`src/rtl/pipeline_ctrl_pkg.sv`:
```
// Shared types and encodings for the pipeline control unit and its interrupt sequencer.
package pipeline_ctrl_pkg;

  localparam int DEFAULT_DRAIN_CYCLES = 3;

  localparam logic [1:0] PC_SEL_SEQ    = 2'b00;
  localparam logic [1:0] PC_SEL_BRANCH = 2'b01;
  localparam logic [1:0] PC_SEL_VECTOR = 2'b10;

  localparam logic [1:0] PUSH_NONE  = 2'b00;
  localparam logic [1:0] PUSH_PC    = 2'b01;
  localparam logic [1:0] PUSH_FLAGS = 2'b10;

  typedef enum logic [2:0] {
    ST_IDLE       = 3'd0,
    ST_DRAIN      = 3'd1,
    ST_PUSH_PC    = 3'd2,
    ST_PUSH_FLAGS = 3'd3,
    ST_JUMP       = 3'd4
  } seqState_t;

  typedef struct packed {
    logic       stall;
    logic       flushIfId;
    logic       flushIdEx;
    logic [1:0] pcSel;
    logic [1:0] intPush;
    logic       intrAck;
  } seqOut_t;

  // Output pattern the sequencer drives while sitting in a given state.
  function automatic seqOut_t decodeState(input seqState_t s);
    seqOut_t o;
    o = '0;
    case (s)
      ST_DRAIN: begin
        o.stall     = 1'b1;
        o.flushIfId = 1'b1;
        o.flushIdEx = 1'b1;
      end
      ST_PUSH_PC: begin
        o.stall   = 1'b1;
        o.intPush = PUSH_PC;
      end
      ST_PUSH_FLAGS: begin
        o.stall   = 1'b1;
        o.intPush = PUSH_FLAGS;
      end
      ST_JUMP: begin
        o.pcSel     = PC_SEL_VECTOR;
        o.flushIfId = 1'b1;
        o.intrAck   = 1'b1;
      end
      default: o = '0;
    endcase
    return o;
  endfunction

endpackage

```
`src/rtl/pipeline_control_unit_interrupt_sequencer.sv`:
```
// Interrupt entry sequencer: intr edge detect, pending flag, drain/push/jump FSM.
module interrupt_sequencer
  import pipeline_ctrl_pkg::*;
#(
  parameter int DRAIN_CYCLES = DEFAULT_DRAIN_CYCLES
) (
  input  logic      clk,
  input  logic      reset,
  input  logic      intr,
  input  logic      branchTaken,
  output seqOut_t   seqOut,
  output seqState_t state
);

  localparam int CNT_W = (DRAIN_CYCLES > 1) ? $clog2(DRAIN_CYCLES) : 1;
  localparam logic [CNT_W-1:0] LAST_CNT = CNT_W'(DRAIN_CYCLES - 1);

  logic             intrQ;
  logic             pending;
  logic             intrEdge;
  logic [CNT_W-1:0] count;

  assign intrEdge = intr & ~intrQ;

  // Outputs are registered from the state being entered, so they line up with state.
  always_ff @(posedge clk or negedge reset) begin
    if (!reset) begin
      state   <= ST_IDLE;
      count   <= '0;
      pending <= 1'b0;
      intrQ   <= 1'b0;
      seqOut  <= '0;
    end else begin
      intrQ <= intr;
      case (state)
        ST_IDLE: begin
          if (intrEdge) pending <= 1'b1;
          if ((pending | intrEdge) && !branchTaken) begin
            state  <= ST_DRAIN;
            count  <= '0;
            seqOut <= decodeState(ST_DRAIN);
          end else begin
            seqOut <= decodeState(ST_IDLE);
          end
        end
        ST_DRAIN: begin
          seqOut <= decodeState(ST_DRAIN);
          // A taken branch refills the pipe with the target, so draining starts over.
          if (branchTaken) begin
            count <= '0;
          end else if (count == LAST_CNT) begin
            state  <= ST_PUSH_PC;
            count  <= '0;
            seqOut <= decodeState(ST_PUSH_PC);
          end else begin
            count <= count + 1'b1;
          end
        end
        ST_PUSH_PC: begin
          state  <= ST_PUSH_FLAGS;
          seqOut <= decodeState(ST_PUSH_FLAGS);
        end
        ST_PUSH_FLAGS: begin
          state  <= ST_JUMP;
          seqOut <= decodeState(ST_JUMP);
        end
        ST_JUMP: begin
          pending <= 1'b0;
          state   <= ST_IDLE;
          seqOut  <= decodeState(ST_IDLE);
        end
        default: begin
          state   <= ST_IDLE;
          count   <= '0;
          pending <= 1'b0;
          seqOut  <= '0;
        end
      endcase
    end
  end

endmodule

```
`src/rtl/pipeline_control_unit.sv`:
```
// Hazard/branch/interrupt controller: combines load-use and branch logic with the sequencer.
module pipeline_control_unit
  import pipeline_ctrl_pkg::*;
#(
  parameter int REG_ADDR_W   = 4,
  parameter int DRAIN_CYCLES = DEFAULT_DRAIN_CYCLES
) (
  input  logic                  clk,
  input  logic                  reset,
  input  logic [REG_ADDR_W-1:0] id_rs_addr,
  input  logic [REG_ADDR_W-1:0] id_rd_addr,
  input  logic                  id_uses_rs,
  input  logic                  id_uses_rd,
  input  logic                  ex_mem_read,
  input  logic                  ex_reg_write,
  input  logic [REG_ADDR_W-1:0] ex_rd_addr,
  input  logic                  ex_branch_taken,
  input  logic                  intr,
  output logic                  stall,
  output logic                  flush_if_id,
  output logic                  flush_id_ex,
  output logic [1:0]            pc_sel,
  output logic [1:0]            int_push,
  output logic                  intr_ack,
  output logic [2:0]            dbgState
);

  seqOut_t   seqOut;
  seqState_t seqState;
  logic      loadUse;
  logic      inIdle;
  logic      inDrain;
  logic      branchOk;

  interrupt_sequencer #(
    .DRAIN_CYCLES(DRAIN_CYCLES)
  ) u_seq (
    .clk        (clk),
    .reset      (reset),
    .intr       (intr),
    .branchTaken(ex_branch_taken),
    .seqOut     (seqOut),
    .state      (seqState)
  );

  assign loadUse = ex_mem_read & ex_reg_write &
                   ((id_uses_rs & (ex_rd_addr == id_rs_addr)) |
                    (id_uses_rd & (ex_rd_addr == id_rd_addr)));

  assign inIdle   = (seqState == ST_IDLE);
  assign inDrain  = (seqState == ST_DRAIN);
  // Once pushes start the pipe is empty, so only IDLE/DRAIN can see a real branch.
  assign branchOk = ex_branch_taken & (inIdle | inDrain);
  assign dbgState = seqState;

  always_comb begin
    stall       = 1'b0;
    flush_if_id = 1'b0;
    flush_id_ex = 1'b0;
    pc_sel      = PC_SEL_SEQ;
    int_push    = PUSH_NONE;
    intr_ack    = 1'b0;
    if (!reset) begin
      stall = 1'b0;
    end else if (branchOk) begin
      pc_sel      = PC_SEL_BRANCH;
      flush_if_id = 1'b1;
      flush_id_ex = 1'b1;
    end else begin
      stall       = seqOut.stall | (inIdle & loadUse);
      flush_id_ex = seqOut.flushIdEx | (inIdle & loadUse);
      flush_if_id = seqOut.flushIfId;
      pc_sel      = seqOut.pcSel;
      int_push    = seqOut.intPush;
      intr_ack    = seqOut.intrAck;
    end
  end

endmodule

```
`config.mk`:
```
export PLATFORM = sky130hd
export DESIGN_NAME = pipeline_control_unit
export DESIGN_NICKNAME = d
export VERILOG_FILES = /design/src/rtl/pipeline_ctrl_pkg.sv /design/src/rtl/pipeline_control_unit_interrupt_sequencer.sv /design/src/rtl/pipeline_control_unit.sv
export SDC_FILE = /design/constraint.sdc
export NUM_CORES = 1
export LEC_CHECK = 0
export CELL_PAD_IN_SITES_DETAIL_PLACEMENT = 1
export CELL_PAD_IN_SITES_GLOBAL_PLACEMENT = 2
export CORE_MARGIN = 5
export CORE_UTILIZATION = 21
export DETAILED_ROUTE_END_ITERATION = 8
export PLACE_DENSITY_LB_ADDON = 0.1
export SLEW_MARGIN = 20
export SYNTH_ARGS = -nofsm -noshare
export SYNTH_HDL_FRONTEND = slang
export SYNTH_SLANG_ARGS = --single-unit
```
`constraint.sdc`:
```
create_clock -name clk -period 1.3 [get_ports clk]
set_input_delay 0.26 -clock clk [delete_from_list [all_inputs] [get_ports clk]]
set_output_delay 0.26 -clock clk [all_outputs]
set_load 0.005 [all_outputs]
```
==> results.toml, run 1 <==
[outcome]
status = "complete, but fails checks"
violations = "setup timing"

[critical_path]
rr_endpoint = "u_seq.count[1]$_DFFE_PN0P_"
critical_path.startpoint = "u_seq.state[1]$_DFFE_PN0P_"
crit_type = "reg -> out"
worstPathCellList = "buf_6 > nor2_4 > and4_4 > nand4_1 > a31oi_1 > buf_2"
critPathMaxStageDelay_ns = 0.41
cp.arrival_ns = 1.55
cp.required_ns = 1.04
slowest_stage = "dfrtp_1"
cp_top_family = "flip-flops"
reg2reg_setup_slack_ns = 0
cp_num_buf_inv = 2
crit_fanout = 2
reg2reg_from = "u_seq.state[2]$_DFFE_PN0P_"
worstSetupStartpointType = "flop"
worstSetupEndpointType = "output pin"
rr_worst_depth = 7

[timing]
slew_headroom_pct = 79.8
rsz0062_at_grt = "yes"
hold_viol_final = 0
timing.hold.ws_ns = 0.396
fin_setup_tns_ns = -3.23
setup_viol = 11
worstMarginPinSlew_ns = 0.303
fin_ws_ns = -0.511
skew_ns = 0.00495
maxSlewViolCount = 0
layout_min_cycle_time_ns = 1.81
max_freq_ghz = 0.552
finalCritPeriodShare_pct = 139

[synth]
synth.largest_area_cell = "dfrtp_1"
async_flop_share_pct = 100
yosys.area.top_type_share_pct = 42.8
synth_area_leaders = "dfrtp_1 (43%), xor2_1 (4.6%), nand2_1 (3.5%)"
synth_enable_flop_cells = 0
yosysWarnings = 0
syn_area_um2 = 759
avgSynthCellArea_um2 = 9.61
netlist_instances = 79
ys_types = 34
ys_seq_area_share_pct = 42.8
syn_nets = 99
dominantRegCellSynth = "dfrtp_1"
ys_ff_latch = 13

[layout]
area_delta_synth_final_pct = 88.3
post-route-util_pct = 41.9
final_cell_area_um2 = 1430
final_common_cell = "buf_4"
insertedDiodeCount = 0
multiInputGateArea_um2 = 463
final_cell_mix = "buf_4 (17), buf_6 (16), clkdlybuf4s50_1 (13), dfrtp_1 (13)"
fillerInstances = 407
layout.cells.non_filler = 183
final_nets = 158
drive_above_1_share_pct = 47.4
seq_area_um2 = 325

[die]
start_util_pct = 22.2
coreArea_um2 = 3420
die_h_um = 70.1
pin_count = 31
dieArea_um2 = 4920
num_rows = 21
die_x_um = 70.1

[power_and_ir_drop]
ir_drop_mv = 0.874
leakage_nw = 0.660
total_power_mw = 2.69
powerDensity_nw_per_um2 = 1880

[global_route]
grt_pass1_wl_um = 4210
first_global_vias = 898
grt_max_degree = 10
gr-total-overflow = 0
antenna_found_initial = 0
grt_use_total_pct = 10.6

[clock_network]
cts_root_buf = "clkbuf_4"
cts_tree = "built"
cts_buffers = 3
cts_hold_buffers = 0
clk_latency_ns = 0.28
cts_buffer_depth = 2
cts.clk_slew.worst_paths_ns = 0.09
ctsHtreeMaxLevel = 1
clkSinkCount = 13

[placement]
dp_slack_ns = -0.990
hpwl_um = 1910
place_inst = 166
portBuffers = 30
gp_congestion = 0.724
postPlaceCellArea_um2 = 1200

[drt]
ant_nets = 0
wl_per_cell_um = 13.7
drc = 0
num_vias = 797
avgViaCountPerCell = 4.36
drt_iter0_drc = 12
drtPass1Iterations = 4
finalWirelength_um = 2510

[min_path]
hold_path_class = "in -> async"

[flow_run]
maxCapViolations = 0
-- worst reg2reg max path: cells and delay by family (launching register included) --
| kind | cells | cell delay (ns) |
|---|---|---|
| AOI/OAI and AO/OA | 1 | 0.14 |
| buffers and inverters | 3 | 0.35 |
| DFF | 1 | 0.41 |
| and+or+nand+nor | 3 | 0.34 |
-- synthesized netlist by cell type (all sizes together), types with 2 or more instances --
library cell  count
dfrtp            13
nor2              8
nand2             7
inv               6
a21oi             4
and3              4
xor2              4
and2              3
buf               3
a211oi            2
a31oi             2
nor3              2
nor3b             2
o22a              2
or2b              2
xnor2             2
-- timing repair --
action	CTS	global route
setup endpoints to repair	14	19
gates resized for setup	75	17
pin swaps	15	9
setup buffers	11	6
-- report_power, final --
| group | switching [mW] | leakage (nW) | internal, mW |
|---|---|---|---|
| sequential | 0.106 | 0.164 | 0.566 |
| combinational | 0.729 | 0.480 | 1.03 |
| clock | 0.144 | 0.0150 | 0.119 |
-- flip-flops by register name, summed over array words and instances (netlist names) --
signal and flops:
u_seq.pending 1, u_seq.state 3, u_seq.count 2, u_seq.seqOut 6
u_seq.intrQ 1
-- per-layer routing --
layer	track usage, %	up-vias	share of wire [%]
met3	3.30	6	4.3
met4	3.19	0	1.8
li1	-	394	-
met2	17.7	20	51
met5	0	-	0
met1	13.0	377	43
-- logic make-up (layout without fill, tap and decap cells) --
kind of cell	Yosys count	count (layout)	synth area share [%]
compound gates	17	17	16.8
xor+xnor	6	6	6.92
buf+inv	10	68	8.24
flops	13	13	42.8
simple gates	33	33	25.2
-- worst max path at each step --
stage	slack, ns	cells past startpoint	end
detailed placement	-0.99	6	flush_id_ex
floorplan	-0.11	5	flush_id_ex
finish	-0.51	6	stall
global placement	-0.96	6	flush_id_ex
CTS	-0.55	6	stall
global route	-0.62	6	flush_id_ex
-- cell type report --
class                           instances  area share, %
Inverter                                6           1.57
Sequential cell                        13           22.7
Multi-Input combinational cell         56           32.4
Timing Repair Buffer                   58           37.4
Tap cell                               46           4.02
Clock buffer                            4           1.84
No activity file was read; power rests on OpenSTA's default activity.
==> run 2, diff against run 1 <==
Settings changed: CORE_ASPECT_RATIO set to 1.5, CTS_CLUSTER_SIZE set to 24.
==> results.toml, run 2 (synthesis results as in run 1) <==
[outcome]
status = "complete, but fails checks"
violations = "setup timing"

[clock_network]
cts_buffers = 3
cts_tree = "built"
clk_latency_ns = 0.25
cts_buffer_depth = 2
cts.clk_slew.worst_paths_ns = 0.05
cts_hold_buffers = 0
ctsHtreeMaxLevel = 1
clkSinkCount = 13
cts_root_buf = "clkbuf_8"

[min_path]
hold_path_class = "in -> async"

[placement]
dp_slack_ns = -0.964
gp_congestion = 0.697
postPlaceCellArea_um2 = 1180
hpwl_um = 1890
portBuffers = 30

[critical_path]
crit_type = "reg -> out"
cp.arrival_ns = 1.53
worstSetupEndpointType = "output pin"
cp.required_ns = 1.04
worstSetupStartpointType = "flop"
crit_fanout = 2

[die]
pin_count = 31
coreArea_um2 = 3450
start_util_pct = 22.0
num_rows = 26
dieArea_um2 = 4940
die_x_um = 59.1
die_h_um = 83.7

[timing]
fin_ws_ns = -0.487
slew_headroom_pct = 75.0
skew_ns = 0.000737
rsz0062_at_grt = "yes"
setup_viol = 16
worstMarginPinSlew_ns = 0.375
hold_viol_final = 0
fin_setup_tns_ns = -3.78
max_freq_ghz = 0.560
finalCritPeriodShare_pct = 137
maxSlewViolCount = 0
layout_min_cycle_time_ns = 1.79

[layout]
area_delta_synth_final_pct = 94.2
largest_register_ffs = 6
final_cell_area_um2 = 1480
final_nets = 156
largest-register = "u_seq.seqOut"
largestRegisters = "u_seq.seqOut: 6 flops, u_seq.state: 3 flops, u_seq.count: 2 flops"
final_cell_mix = "buf_6 (17), dfrtp_1 (13), clkdlybuf4s50_1 (12), buf_4 (12), dlygate4sd2_1 (8)"
insertedDiodeCount = 0
final_common_cell = "buf_6"
drive_above_1_share_pct = 47.4

[drt]
dr_wl_met3_um = 114
drtPass1Iterations = 4
drc = 0
wl_per_cell_um = 15.2
drt_iter0_drc = 14
finalWirelength_um = 2690
dr.max_layer_used = "met4"
drt-met1-wl_um = 953
num_vias = 798
dr_wl_met2_um = 1570
ant_nets = 0
avgViaCountPerCell = 4.51

[power_and_ir_drop]
power.share.combinational_pct = 63.6
pwr-share-seq_pct = 23.5
clkPwrFrac_pct = 12.9
leakage_nw = 0.683
ir_drop_mv = 0.948
switching_power_mw = 1.05
total_power_mw = 2.88
powerDensity_nw_per_um2 = 1950
internal-power_mw = 1.83
switching_share_pct = 36.5

[global_route]
grt_max_degree = 11
gr-total-overflow = 0
grt_pass1_wl_um = 4080
antenna_found_initial = 0
first_global_vias = 864
grt_use_total_pct = 10.8

[flow_run]
maxCapViolations = 0
run 2: cell count changes in the layout (fill, tap and decap cells not counted), sizes merged:
cell / previous run / this run
buf: 39 / 36
dlygate4sd2: 6 / 8
clkdlybuf4s50: 13 / 12
run 2: routing by layer:
layer  up-vias  global-route usage [%]
met5         -                       0
met1       389                    11.6
met4         0                    5.57
li1        386                       -
met2        18                    19.4
met3         5                    1.70
run 2: final cells by class:
class                      instances  area, um^2
clock buffer                       4        45.0
tap                               42        52.6
sequential                        13         325
timing repair buffer              56         532
inverter                           6        22.5
multi-input combinational         56         498
fill                             404        1970
run 2: timing repair:
item / CTS / global route
resized for setup: 73 / 23
buffers inserted: 11 / 7
pin swaps: 17 / 8
setup endpoints to repair: 14 / 18
run 2: final timing paths:
| path | to | slack (ns) | start | cells past startpoint |
|---|---|---|---|---|
| worst max-delay path | stall | -0.49 | u_seq.state[0]$_DFFE_PN0P_ | 6 |
| worst min-delay path | u_seq.seqOut[1]$_DFF_PN0_ | 0.45 | reset | 2 |
| worst max register to register | u_seq.seqOut[5]$_DFF_PN0_ | -0.22 | u_seq.state[2]$_DFFE_PN0P_ | 7 |
| worst min register to register | u_seq.pending$_DFFE_PN0P_ | 0.56 | u_seq.pending$_DFFE_PN0P_ | 2 |
| max in group asynchronous | u_seq.state[2]$_DFFE_PN0P_ | 0.66 | reset | 2 |
| min in group clk | u_seq.intrQ$_DFF_PN0_ | 0.49 | intr | 1 |
run 2: through the flow:
| step | cells | hold slack [ns] | utilization [%] |
|---|---|---|---|
| after floorplan | 79 | -0.0356 | - |
| after CTS | 175 | 0.466 | 39.9 |
| final | 177 | 0.452 | 42.8 |
| after global routing | 177 | 0.497 | 42.8 |
| after global placement | 161 | 0.508 | 34.4 |
| after detailed placement | 161 | 0.535 | 34.4 |
run 2: worst max-delay path, cell delays in order (launching register included):
cell and delay, ns:
dfrtp_1 0.41, nor2_4 0.12, and4_4 0.21, nand4b_1 0.13
buf_4 0.17, a31oi_1 0.11, buf_2 0.13
run 2: power groups by stage:
stage	Sequential [mW]	Clock [mW]	Combinational [mW]
floorplan	0.645	0	0.669
global placement	0.658	0	1.14
detailed placement	0.668	0	1.16
CTS	0.676	0.380	1.53
global route	0.694	0.408	1.98
finish	0.677	0.372	1.83
==> run 3, diff against run 2 <==
Settings changed: ABC_AREA set to 1, CORE_UTILIZATION 21 to 19, CTS_BUF_LIST set to sky130_fd_sc_hd__clkbuf_16, TNS_END_PERCENT set to 10.
==> results.toml, run 3 <==
[synth]
ys_ff_latch = 13
synth_area_leaders = "dfrtp_1 (44%), nand2_1 (17%), inv_1 (11%)"
synthTopCellsByCount = "nand2_1 (34), inv_1 (22), nor2_1 (16)"
syn_nets = 130
ys_seq_area_share_pct = 43.6
synthAdderAreaFrac_pct = 0
synth.largest_area_cell = "dfrtp_1"
netlist_instances = 110
syn_area_um2 = 746
yosys.area.top_type_share_pct = 43.6
synth_compound_area_share_pct = 7.05
avgSynthCellArea_um2 = 6.78
synth_xor_area_share_pct = 2.35
synthSimpleGateAreaFrac_pct = 34.9
synth_top_family_by_area = "simple AND/OR/NAND/NOR gates"
ys_types = 14
synth_most_common_cell = "nand2_1"
yosysWarnings = 0
dominantRegCellSynth = "dfrtp_1"
async_flop_share_pct = 100
synth_enable_flop_cells = 0
synthMuxAreaShare_pct = 0

[layout]
fillerInstances = 497
multiInputGateArea_um2 = 385
seq_area_um2 = 327
area_delta_synth_final_pct = 75.2
final_cell_mix = "nand2_1 (29), inv_1 (23), buf_4 (15), clkdlybuf4s50_1 (13), dfrtp_1 (12)"
largestRegisters = "u_seq.seqOut: 6 flops, u_seq.state: 3 flops, u_seq.count: 2 flops"
insertedDiodeCount = 0
final_nets = 180
largest-register = "u_seq.seqOut"
post-route-util_pct = 33.6
final_common_cell = "nand2_1"
largest_register_ffs = 6
drive_above_1_share_pct = 28.9

[power_and_ir_drop]
power.share.combinational_pct = 48.5
ir_drop_mv = 1.02
total_power_mw = 2.31
leakage_nw = 0.705
powerDensity_nw_per_um2 = 1770
clkPwrFrac_pct = 24.6
switching_share_pct = 34.3
switching_power_mw = 0.793
pwr-share-seq_pct = 26.9
internal-power_mw = 1.52

[drt]
wl_per_cell_um = 12.4
num_vias = 856
drtPass1Iterations = 3
ant_nets = 0
finalWirelength_um = 2530
drt_iter0_drc = 14
drc = 0
avgViaCountPerCell = 4.20

[critical_path]
slowest_stage = "dfrtp_1"
cp.required_ns = 1.04
crit_fanout = 3
rr_worst_depth = 7
worstSetupStartpointType = "flop"
worstPathCellList = "or2_4 > nor2_4 > and3_4 > nand2_2 > a21oi_2 > buf_2"
cp.arrival_ns = 1.50
crit_type = "reg -> out"
worstSetupEndpointType = "output pin"
critPathMaxStageDelay_ns = 0.41

[placement]
hpwl_um = 2140
gp_congestion = 0.775
portBuffers = 30

[timing]
worstMarginPinSlew_ns = 0.299
skew_ns = 0.00152
hold_viol_final = 0
setup_viol = 11
max_freq_ghz = 0.567
layout_min_cycle_time_ns = 1.76
maxSlewViolCount = 0
fin_ws_ns = -0.462
slew_headroom_pct = 79.9
finalCritPeriodShare_pct = 136
rsz0062_at_grt = "yes"

[clock_network]
clkSinkCount = 13
cts.clk_slew.worst_paths_ns = 0.04
cts_buffers = 3
cts_root_buf = "clkbuf_16"
cts_hold_buffers = 0
cts_tree = "built"
clk_latency_ns = 0.24
cts_buffer_depth = 2
ctsHtreeMaxLevel = 1

[die]
die_h_um = 86.7
pin_count = 31
start_util_pct = 19.2
die_x_um = 61.2
coreArea_um2 = 3890
dieArea_um2 = 5300
num_rows = 28

[global_route]
grt_use_total_pct = 10.6
grt_max_degree = 14
gr-total-overflow = 0
antenna_found_initial = 0
first_global_vias = 966
grt_pass1_wl_um = 4280

[outcome]
violations = "setup timing"
status = "complete, but fails checks"

[flow_run]
maxCapViolations = 0

[min_path]
hold_path_class = "in -> async"
run 3: per-stage QoR:
step                worst slack, ns  cells  instance area [um^2]  hold WS, ns  setup TNS, ns
global route                 -0.558    204                  1310        0.276          -2.86
finish                       -0.462    204                  1310        0.247          -1.92
CTS                          -0.449    204                  1300        0.257          -2.83
global placement             -0.926    197                  1190        0.502          -6.04
detailed placement           -0.922    197                  1190        0.513          -6.05
floorplan                   -0.0804    110                   746      -0.0356         -0.177
run 3: final cells by class:
class / instances / area share, %
clock inverter: 1 / 0.287
inverter: 22 / 6.32
multi-input combinational: 74 / 29.5
timing repair buffer: 46 / 28.8
tap: 45 / 4.31
clock buffer: 3 / 5.75
sequential: 13 / 25.0
run 3: critical path: cells and delay by family (launching register included):
kind                   cells  cell delay (ns)
buffers and inverters      1             0.13
AO/OA/AOI/OAI              1             0.13
AND/OR/NAND/NOR            4             0.60
flip-flops                 1             0.41
run 3: final timing paths:
check                                      startpoint                    endpoint  slack (ns)
max                        u_seq.state[1]$_DFFE_PN0P_                       stall       -0.46
min                                             reset  u_seq.state[1]$_DFFE_PN0P_        0.25
max reg2reg                u_seq.state[1]$_DFFE_PN0P_  u_seq.count[0]$_DFFE_PN0P_       -0.06
min reg2reg                u_seq.count[1]$_DFFE_PN0P_  u_seq.count[1]$_DFFE_PN0P_        0.52
max in group asynchronous                       reset  u_seq.state[2]$_DFFE_PN0P_        0.88
min in group clk           u_seq.count[1]$_DFFE_PN0P_  u_seq.count[1]$_DFFE_PN0P_        0.52
run 3: cells by family after synthesis:
| kind of cell | count (synthesis) |
|---|---|
| buf+inv | 23 |
| xor+xnor | 2 |
| simple gates | 62 |
| compound gates | 10 |
| flops | 13 |
run 3: per-layer routing:
metal / global-route usage (%) / part of all wire (%) / wire length [um] / vias to the layer above
met1: 10.9 / 37 / 930 / 403
li1: - / - / - / 426
met2: 20.5 / 56 / 1410 / 23
met4: 2.96 / 0.91 / 23 / 0
met5: 0 / 0 / 0 / -
met3: 2.09 / 6.5 / 165 / 4
run 3: timing repair:
item                                    CTS  global route
pin swaps                                 5             5
setup buffers                             3             0
resized for setup                        44            17
endpoints found under the setup margin   13            17
run 3: power by group through the flow:
stage	combinational [mW]	sequential (mW)	clock, mW
after floorplan	0.449	0.640	0
after global placement	1.04	0.620	0
after detailed placement	1.05	0.624	0
after CTS	1.12	0.623	0.580
after global routing	1.26	0.644	0.612
final	1.12	0.622	0.568
